<file path="src/rtl/serial_add_ctrl.sv">
// serial_add_ctrl: bit-serial add sequencer wrapped around one external
// full-adder cell. Operands are consumed LSB first, one bit per clock, and
// the result is collected back into a shift register.
// Optional build macro SERIAL_ADD_SUB_EN adds a 'sub' port that selects
// a-b (two's complement: invert b, carry-in of 1) instead of a+b.
module serial_add_ctrl #(
  parameter int WIDTH = 8
) (
  input  logic             clk,
  input  logic             rst_n,
  input  logic             start,
  input  logic [WIDTH-1:0] a,
  input  logic [WIDTH-1:0] b,
`ifdef SERIAL_ADD_SUB_EN
  input  logic             sub,
`endif
  output logic             busy,
  output logic             done,
  output logic [WIDTH-1:0] sum,
  output logic             cout,
  output logic             fa_x,
  output logic             fa_y,
  output logic             fa_cin,
  input  logic             fa_s,
  input  logic             fa_cout
);

  localparam int CW = (WIDTH > 2) ? $clog2(WIDTH) : 1;

  typedef enum logic [1:0] {IDLE, RUN, DONE} state_t;

  state_t           state, nxt;
  logic [WIDTH-1:0] a_sh, b_sh, acc;
  logic             carry_q;
  logic [CW-1:0]    cnt;
  logic             accept, last, inv_b, init_c;

  // start is only honoured between operations; RUN ignores it entirely
  assign accept = start && (state == IDLE || state == DONE);
  // final bit of the operation is on the adder this cycle
  assign last   = (state == RUN) && (cnt == CW'(WIDTH-1));

`ifdef SERIAL_ADD_SUB_EN
  logic sub_q;
  // subtract mode is frozen for the whole operation
  always_ff @(posedge clk or negedge rst_n)
    if (!rst_n)      sub_q <= 1'b0;
    else if (accept) sub_q <= sub;
  assign inv_b  = sub_q;
  assign init_c = sub;
`else
  assign inv_b  = 1'b0;
  assign init_c = 1'b0;
`endif

  // state register
  always_ff @(posedge clk or negedge rst_n)
    if (!rst_n) state <= IDLE;
    else        state <= nxt;

  // next-state: DONE is a single cycle and may chain straight into RUN
  always_comb begin
    nxt = state;
    case (state)
      IDLE:    if (start) nxt = RUN;
      RUN:     if (last)  nxt = DONE;
      DONE:    nxt = start ? RUN : IDLE;
      default: nxt = IDLE;
    endcase
  end

  // outputs: adder inputs are only driven while an operation is in flight
  always_comb begin
    busy   = (state == RUN);
    done   = (state == DONE);
    fa_x   = 1'b0;
    fa_y   = 1'b0;
    fa_cin = 1'b0;
    if (state == RUN) begin
      fa_x   = a_sh[0];
      fa_y   = b_sh[0] ^ inv_b;
      fa_cin = carry_q;
    end
  end

  // datapath: latch on accept, shift one bit per RUN cycle, publish on last
  always_ff @(posedge clk or negedge rst_n)
    if (!rst_n) begin
      a_sh    <= '0;
      b_sh    <= '0;
      acc     <= '0;
      carry_q <= 1'b0;
      cnt     <= '0;
      sum     <= '0;
      cout    <= 1'b0;
    end else if (accept) begin
      a_sh    <= a;
      b_sh    <= b;
      acc     <= '0;
      carry_q <= init_c;
      cnt     <= '0;
    end else if (state == RUN) begin
      a_sh    <= {1'b0, a_sh[WIDTH-1:1]};
      b_sh    <= {1'b0, b_sh[WIDTH-1:1]};
      acc     <= {fa_s, acc[WIDTH-1:1]};
      carry_q <= fa_cout;
      cnt     <= cnt + 1'b1;
      if (last) begin
        sum  <= {fa_s, acc[WIDTH-1:1]};
        cout <= fa_cout;
      end
    end

endmodule

</file>
<file path="config.mk">
export PLATFORM = sky130hd
export DESIGN_NAME = serial_add_ctrl
export DESIGN_NICKNAME = d
export VERILOG_FILES = /design/src/rtl/serial_add_ctrl.sv
export SDC_FILE = /design/constraint.sdc
export NUM_CORES = 1
export LEC_CHECK = 0
export CORE_ASPECT_RATIO = 1.5
export CORE_MARGIN = 1
export CORE_UTILIZATION = 44
export DETAILED_ROUTE_END_ITERATION = 12
export PLACE_DENSITY = 0.71
export SYNTH_ARGS = -nofsm -noshare
export SYNTH_HDL_FRONTEND = slang
export SYNTH_SLANG_ARGS = --single-unit
</file>
<file path="constraint.sdc">
create_clock -name clk -period 1.4 [get_ports clk]
set_clock_uncertainty 0.05 [all_clocks]
set_input_delay 0.28 -clock clk [delete_from_list [all_inputs] [get_ports clk]]
set_output_delay 0.28 -clock clk [all_outputs]
set_load 0.02 [all_outputs]
</file>
==> metrics.cfg, run 1 <==
[run_status]
outcome=finished with violations
violations=negative setup slack

[power]
seqPwrFrac=0.375
power.leakage_nw=1.32
combinationalPowerShare=0.473
power_mw=5.03
p_switching_mw=1.67
ir_drop_mv=1.02
p_per_area_nw_per_um2=1920
clkPwrFrac=0.152
intPower_mw=3.36
sw_frac_of_total=0.331

[global_route]
antenna_found_initial=0
grt-ovfl-total=0
grt_pass1_vias=1390
track_usage=0.171
grt_max_degree=39
grt_pass1_wl_microns=6380

[logic_synthesis]
ys_warn_count=0
synth_area_sq_um=1930
ys_types=18
postSynthAreaPerCell_sq_um=13.8
yosysSeqAreaShare=0.492
synth_nets=163
synth_cells=140
synth_seq_cells=38

[floorplanning]
fp.dieArea_sq_um=4670
start_util=0.459
die_w_microns=56.1
core_sq_um=4210
rows=29
pin_count=35
dieHeight_microns=83.2

[timing]
slew_headroom=0.820
layout_min_cycle_time_ns=1.58
fin_setup_tns_ns=-1.77
rsz0062_at_grt=yes
setup_viol=20
finalHoldViolCount=0
post-route-period-util=1.13
clock.fmax_mhz=632
tightest_slew_ns=0.269
final_max_slew_viol_count=0
setup_ws_ns=-0.183

[placed_design]
io_buffers=34
gp_congestion=0.708
dpl.hpwl_microns=2450
dpl_cell_area_sq_um=2390

[detailed_routing]
drc=0
via_per_inst=5.36
wirelength_microns=3670
first_pass_iters=4
ant_nets=0
drtIter0Drc=9
wire_per_inst_microns=15.4
vias=1276

[clock_network]
insertion_delay_ns=0.29
numCtsBuffers=5
cts_tree=yes
htreeDepth=2
cts_buffer_depth=2
cts_sinks=38
clk_pin_slew_ns=0.08
cts-root-buf=clkbuf_8

[final_layout]
layout.nets=214
drive_above_1_share=0.313
final_common_cell=mux2i_1
antenna_cells=0
nFillCells=336
final_cell_mix=mux2i_1 (44), dfrtp_1 (36), clkdlybuf4s50_1 (19)
area_growth_pct=35.9
fin_area_sq_um=2630

[setup_path]
critical_path_class=flip-flop to primary output
worstPathArrival_ns=1.25
critPathMaxFanout=5
worstSetupEndpointType=primary output
cp-start-kind=flip-flop
worstPathRequired_ns=1.07

[worst_hold_path]
min_path_type=primary input to asynchronous set/reset pin

[run]
drv_cap=0

routing by layer:
layer | track usage | part of all wire | routed length (microns) | up-vias
met5 | 0 | 0 | 0 | -
met4 | 0.0532 | 0.0074 | 27 | 0
met3 | 0.0436 | 0.036 | 131 | 4
met2 | 0.301 | 0.55 | 2000 | 26
met1 | 0.203 | 0.41 | 1510 | 633
li1 | - | - | - | 613
synth_stat cells:
cell type,count,area share
a22o_1,11,0.050
and2_1,3,0.0097
buf_2,5,0.013
buf_4,3,0.012
buf_6,3,0.017
dfrtp_1,38,0.49
ha_1,2,0.013
inv_1,1,0.0019
mux2_1,9,0.052
mux2_2,2,0.012
mux2_4,9,0.070
mux2i_1,44,0.23
nand3_1,2,0.0052
nand3b_1,1,0.0039
nor2_1,2,0.0039
nor2b_1,2,0.0065
o21ai_0,2,0.0052
xnor2_1,1,0.0045
stage by stage:
| stage | worst slack (ns) | hold slack [ns] | utilization | std cells |
|---|---|---|---|---|
| 2_1_floorplan | -0.0324 | -0.0656 | - | 140 |
| 5_1_grt | -0.225 | 0.462 | 0.624 | 238 |
| 3_5_place_dp | -0.268 | 0.212 | 0.567 | 222 |
| 4_1_cts | -0.170 | 0.440 | 0.596 | 232 |
| 6_report | -0.183 | 0.434 | 0.624 | 238 |
| 3_3_place_gp | -0.255 | 0.210 | 0.567 | 222 |
state kept, by name, indices dropped and copies added, names as in the netlist:
register and count:
a_sh 8, b_sh 8, sum 8, acc 7
cnt 3, state 2, carry_q 1, cout 1
cell families (layout without fill, tap and decap cells):
| group | count (synthesis) | count (layout) | share of synthesized area |
|---|---|---|---|
| compound gates | 13 | 13 | 0.0551 |
| xor+xnor | 1 | 1 | 0.00453 |
| flops | 38 | 38 | 0.492 |
| buf+inv | 12 | 64 | 0.0440 |
| fa+ha+maj | 2 | 2 | 0.0130 |
| simple gates | 10 | 10 | 0.0291 |
| mux | 64 | 64 | 0.362 |
power groups by stage:
stage,logic (mW),registers (mW),clock network (mW)
floorplan,1.33,1.96,0
global placement,2.12,1.86,0
detailed placement,2.19,1.89,0
CTS,2.21,1.88,0.796
global route,2.59,1.95,0.845
finish,2.38,1.89,0.764
final timing paths:
path                       slack [ns]  cells after the start      from       end
setup / recovery                -0.18                      3  state[1]    fa_cin
hold / removal                   0.43                      3     rst_n  state[1]
setup reg to reg                -0.11                      4  state[1]    sum[2]
hold reg to reg                  0.45                      1    sum[2]    sum[2]
max in group asynchronous        0.67                      3     rst_n  state[0]
min in group clk                 0.45                      1    sum[2]    sum[2]
area by class of cell:
type,instances,area [sq um],area share
well taps,46,57.6,0.0219
multi-input cells,90,955,0.364
flip-flops and latches,38,953,0.363
clock inverters,1,5.00,0.00191
clock buffers,7,86.3,0.0329
inverters,1,3.75,0.00143
repair buffers,55,566,0.215
timing repair:
item | 4_1_cts | 5_1_grt
hold buffers | 1 | 0
endpoints found under the hold margin | 38 | 0
gates resized for setup | 45 | 16
endpoints found under the setup margin | 34 | 25
gates cloned | 0 | 1
pin swaps | 1 | 4
setup buffers | 1 | 6
worst max-delay path, cell delays in order, from the launching register on:
cell and delay (ns):
dfrtp_2 0.48, nor2b_4 0.20, and2_4 0.17, buf_6 0.11
Power figures use the tool's default switching activity.
==> run 2, diff against run 1 <==
Settings changed: CAP_MARGIN set to 15, CORE_UTILIZATION 44 to 37, PLACE_DENSITY 0.71 to unset.
==> metrics.cfg, run 2 (synthesized netlist as in run 1, its figures left out) <==
[power]
combinationalPowerShare=0.500  ; +0.027
p_per_area_nw_per_um2=1910  ; -0.30%
ir_drop_mv=0.762  ; -26%
sw_frac_of_total=0.334  ; +0.00293
p_switching_mw=1.73  ; +3.6%
seqPwrFrac=0.365  ; -0.010
intPower_mw=3.44  ; +2.2%
power.leakage_nw=1.34  ; +1.5%
clkPwrFrac=0.134  ; -0.018

[timing]
finalHoldViolCount=0  ; unchanged
tightest_slew_ns=0.261  ; -0.00812 ns
clock.fmax_mhz=638  ; +1.0%
layout_min_cycle_time_ns=1.57  ; -0.0160 ns
setup_ws_ns=-0.166  ; +0.0160 ns
setup_viol=23  ; +15%
slew_headroom=0.826  ; +0.00543
final_max_slew_viol_count=0  ; unchanged
rsz0062_at_grt=yes
post-route-period-util=1.12  ; -0.0115

[setup_path]
rr_startpoint=state[1]
cp-start-kind=flip-flop
rrSetupSlack_ns=-0.17  ; -0.06 ns
worstPathRequired_ns=1.53  ; +0.46 ns
worstSetupEndpointType=flip-flop
critical_path_class=flip-flop to flip-flop
worst_r2r_endpoint=sum[6]
r2r_cells=5  ; +1
cp-startpoint=state[1]
worstPathArrival_ns=1.69  ; +0.44 ns
critPathMaxFanout=8  ; +3

[worst_hold_path]
min_path_type=primary input to asynchronous set/reset pin

[placed_design]
dpl_cell_area_sq_um=2440  ; +2.2%
dpl.hpwl_microns=2620  ; +6.8%
post-place-cells=244  ; +9.9%
io_buffers=34  ; unchanged
gp_congestion=0.767  ; +8.3%

[final_layout]
fin_area_sq_um=2700  ; +3.0%
reg_top3=a_sh: 8 flops, b_sh: 8 flops, sum: 8 flops
drive_above_1_share=0.318  ; +0.00521
area_growth_pct=40.0
final_common_cell=mux2i_1
stdcell_count=258  ; +8.4%
layout.nets=215  ; +0.47%
final_cell_mix=mux2i_1 (43), dfrtp_1 (38), mux2_4 (19), clkdlybuf4s50_1 (19), a22o_1 (11)
antenna_cells=0  ; unchanged

[global_route]
grt_pass1_vias=1455  ; +4.7%
grt_max_degree=39  ; unchanged
antenna_found_initial=0  ; unchanged
grt-ovfl-total=0  ; unchanged
grt_pass1_wl_microns=6870  ; +7.7%
track_usage=0.167  ; -0.00402

[clock_network]
clk_pin_slew_ns=0.07  ; about the same
cts_sinks=38  ; unchanged
insertion_delay_ns=0.29  ; about the same
cts-root-buf=clkbuf_8
numCtsBuffers=5  ; unchanged
cts_buffer_depth=2  ; unchanged
htreeDepth=2  ; unchanged
cts_tree=yes

[run]
drv_cap=0  ; unchanged

[floorplanning]
start_util=0.392  ; -0.0668
core_sq_um=4930  ; +17%
dieHeight_microns=90.5  ; +8.8%
pin_count=35  ; unchanged
fp.dieArea_sq_um=5520  ; +18%
die_w_microns=61  ; +8.7%
rows=31  ; +6.9%

[detailed_routing]
wirelength_microns=4030  ; +9.9%
drc=0  ; unchanged
via_per_inst=5.08  ; -5.3%
ant_nets=0  ; unchanged
first_pass_iters=4  ; unchanged
drtIter0Drc=26  ; +17
wire_per_inst_microns=15.6  ; +1.4%
vias=1310  ; +2.7%

[run_status]
outcome=finished with violations
violations=negative setup slack

-- run 2: worst max-delay path by stage --
stage	to	slack, ns	cells past startpoint
2_1_floorplan	cout	-0.03	5
3_3_place_gp	fa_y	-0.26	3
3_5_place_dp	fa_y	-0.28	3
4_1_cts	sum[6]	-0.18	5
5_1_grt	sum[6]	-0.21	5
6_report	sum[6]	-0.17	5
-- run 2: area by class of cell --
cell class	count	area, sq um
Fill cell	446	2220
Multi-Input combinational cell	90	982
Sequential cell	38	951
Timing Repair Buffer	56	608
Tap cell	66	82.6
Clock buffer	7	76.3
Inverter	1	3.75
-- run 2: critical path, cell delays in order, from the launching register on --
cell and delay [ns]:
dfrtp_1 0.42, buf_6 0.14, buf_12 0.12, nand3b_1 0.23
buf_12 0.20, mux2_4 0.29
-- run 2: metal layers --
metal  vias up  global-route usage  part of all wire
met5         -                   0                 0
met4         0              0.0625             0.017
met3         7              0.0330             0.036
met2        30               0.286              0.55
met1       661               0.200              0.40
li1        612                   -                 -
-- run 2: per-stage QoR --
stage / setup WS, ns / hold slack, ns / setup TNS (ns) / utilization / total power, mW
6_report: -0.166 / 0.435 / -2.33 / 0.549 / 5.16
5_1_grt: -0.214 / 0.472 / -3.46 / 0.549 / 5.51
4_1_cts: -0.184 / 0.435 / -2.63 / 0.547 / 5.16
3_5_place_dp: -0.275 / 0.214 / -8.65 / 0.496 / 4.15
3_3_place_gp: -0.264 / 0.211 / -7.22 / 0.496 / 4.04
2_1_floorplan: -0.0324 / -0.0656 / -0.291 / - / 3.29
-- run 2: what timing repair did --
action	4_1_cts	5_1_grt
resized for setup	63	11
pin swaps	4	3
hold buffers	1	0
setup endpoints to repair	35	41
buffers inserted	5	1
cloned	2	0
hold endpoints to repair	38	0
-- run 2: power groups by stage --
stage	logic, mW	clock network, mW	registers, mW
finish	2.58	0.694	1.89
global route	2.79	0.766	1.95
CTS	2.55	0.723	1.88
detailed placement	2.26	0	1.89
global placement	2.18	0	1.87
floorplan	1.33	0	1.96
==> run 3, diff against run 2 <==
Clock period 1.4 ns to 2 ns, I/O delays scaled along.
==> metrics.cfg, run 3 (synthesized netlist as in run 1, its figures left out) <==
[timing]
finalHoldViolCount=0  ; unchanged
final_max_slew_viol_count=0  ; unchanged
layout_min_cycle_time_ns=1.88
tightest_slew_ns=0.721  ; +0.460 ns
post-route-period-util=0.940
slew_headroom=0.518  ; -0.308
fin_setup_tns_ns=0  ; +2.33 ns
rsz0062_at_grt=no
setup_viol=0  ; -100%
clock.fmax_mhz=532

[floorplanning]
fp.dieArea_sq_um=5520  ; unchanged
rows=31  ; unchanged
dieHeight_microns=90.5  ; unchanged
die_w_microns=61  ; unchanged
start_util=0.392  ; unchanged
pin_count=35  ; unchanged
core_sq_um=4930  ; unchanged

[clock_network]
insertion_delay_ns=0.29  ; about the same
cts_sinks=38  ; unchanged
clk_pin_slew_ns=0.07  ; about the same
cts-root-buf=clkbuf_8
cts_tree=yes
post-cts-setup-buffers=0  ; -5
htreeDepth=2  ; unchanged
numCtsBuffers=5  ; unchanged
cts_buffer_depth=2  ; unchanged

[run_status]
outcome=completed

[power]
seqPwrFrac=0.406  ; +0.041
p_per_area_nw_per_um2=1330  ; -30%
ir_drop_mv=0.453  ; -41%
intPower_mw=2.13  ; -38%
power.leakage_nw=1.17  ; -12%
combinationalPowerShare=0.424  ; -0.076
p_switching_mw=1.08  ; -37%
clkPwrFrac=0.169  ; +0.035
sw_frac_of_total=0.338  ; +0.00316

[setup_path]
worstPathArrival_ns=1.43  ; -0.26 ns
crit_chain=nor2b_1, buf_4, and2_1, dlygate4sd2_1
path_delay_family=buffers and inverters
cp_num_buf_inv=2  ; -1
worstPathRequired_ns=1.55  ; +0.02 ns
cpPeakStageDelay_ns=0.39  ; -0.03 ns
worstSetupEndpointType=primary output
cp-start-kind=flip-flop
critPathMaxFanout=4  ; -4
cp_slowest_cell=dfrtp_1
critical_path_class=flip-flop to primary output
rrSetupSlack_ns=0.33  ; +0.50 ns

[worst_hold_path]
min_path_type=primary input to asynchronous set/reset pin

[final_layout]
antenna_cells=0  ; unchanged
drive_above_1_share=0.146  ; -0.172
layout.nets=200  ; -7.0%
nFillCells=470  ; +5.4%
final_common_cell=mux2i_1
area_growth_pct=24.6
fin_area_sq_um=2410  ; -11%
final_cell_mix=mux2i_1 (44), dfrtp_1 (38), clkdlybuf4s50_1 (29)
reg_top3=a_sh: 8 flops, b_sh: 8 flops, sum: 8 flops

[global_route]
grt_max_degree=39  ; unchanged
grt-ovfl-total=0  ; unchanged
antenna_found_initial=0  ; unchanged
grt_pass1_vias=1351  ; -7.1%
grt_pass1_wl_microns=6030  ; -12%
track_usage=0.148  ; -0.0197

[detailed_routing]
wire_per_inst_microns=14.3  ; -8.3%
wirelength_microns=3500  ; -13%
via_per_inst=4.99  ; -1.8%
drtIter0Drc=37  ; +42%
ant_nets=0  ; unchanged
vias=1217  ; -7.1%
first_pass_iters=4  ; unchanged
drc=0  ; unchanged

[placed_design]
io_buffers=34  ; unchanged
dpl_cell_area_sq_um=2320  ; -4.9%
gp_congestion=0.684  ; -11%
dpl.hpwl_microns=2320  ; -11%

[run]
drv_cap=0  ; unchanged

==> run 3: timing repair <==
| action | in CTS | in global routing |
|---|---|---|
| gates resized for setup | 4 | 0 |
| setup endpoints to repair | 4 | 0 |
| hold buffers | 0 | 0 |
==> run 3: power by group through the flow <==
stage	sequential (mW)	clock [mW]	combinational, mW
CTS	1.31	0.563	1.38
detailed placement	1.32	0	1.41
global placement	1.30	0	1.37
finish	1.30	0.544	1.36
floorplan	1.36	0	0.906
global route	1.35	0.606	1.50
==> run 3: final cells by class <==
cell class / count / area (sq um) / share of cell area
Clock buffer: 7 / 86.3 / 0.0359
Tap cell: 66 / 82.6 / 0.0343
Multi-Input combinational cell: 90 / 896 / 0.372
Clock inverter: 1 / 5.00 / 0.00208
Inverter: 1 / 3.75 / 0.00156
Timing Repair Buffer: 41 / 383 / 0.159
Sequential cell: 38 / 951 / 0.395
==> run 3: routing by layer <==
| metal | vias to the layer above | routed length, microns | track usage |
|---|---|---|---|
| li1 | 580 | - | - |
| met1 | 606 | 1470 | 0.167 |
| met2 | 27 | 1850 | 0.250 |
| met3 | 4 | 138 | 0.0473 |
| met4 | 0 | 34 | 0.0549 |
| met5 | - | 0 | 0 |
==> run 3: path summary, 6_finish.rpt <==
kind,startpoint,to,cells past startpoint
max reg2reg,state[1],sum[7],4
min in group clk,sum[1],sum[1],1
min reg2reg,sum[1],sum[1],1
max in group asynchronous,rst_n,carry_q,2
min,rst_n,sum[5],2
max,state[0],fa_x,4
==> run 3: through the flow <==
stage | std cells | setup slack [ns] | hold slack, ns | util | power, mW
after floorplan | 140 | 0.279 | 0.0544 | - | 2.27
after global placement | 236 | 0.188 | 0.429 | 0.471 | 2.67
after detailed placement | 236 | 0.178 | 0.434 | 0.471 | 2.73
after CTS | 244 | 0.102 | 0.123 | 0.489 | 3.25
after global routing | 244 | 0.0356 | 0.154 | 0.489 | 3.46
final | 244 | 0.120 | 0.111 | 0.489 | 3.21
==> run 3: worst register-to-register path, delay by kind of cell (launching register included) <==
kind	cells	cell delay (ns)
DFF	1	0.37
muxes	1	0.32
buffers and inverters	2	0.63
and+or+nand+nor	1	0.19
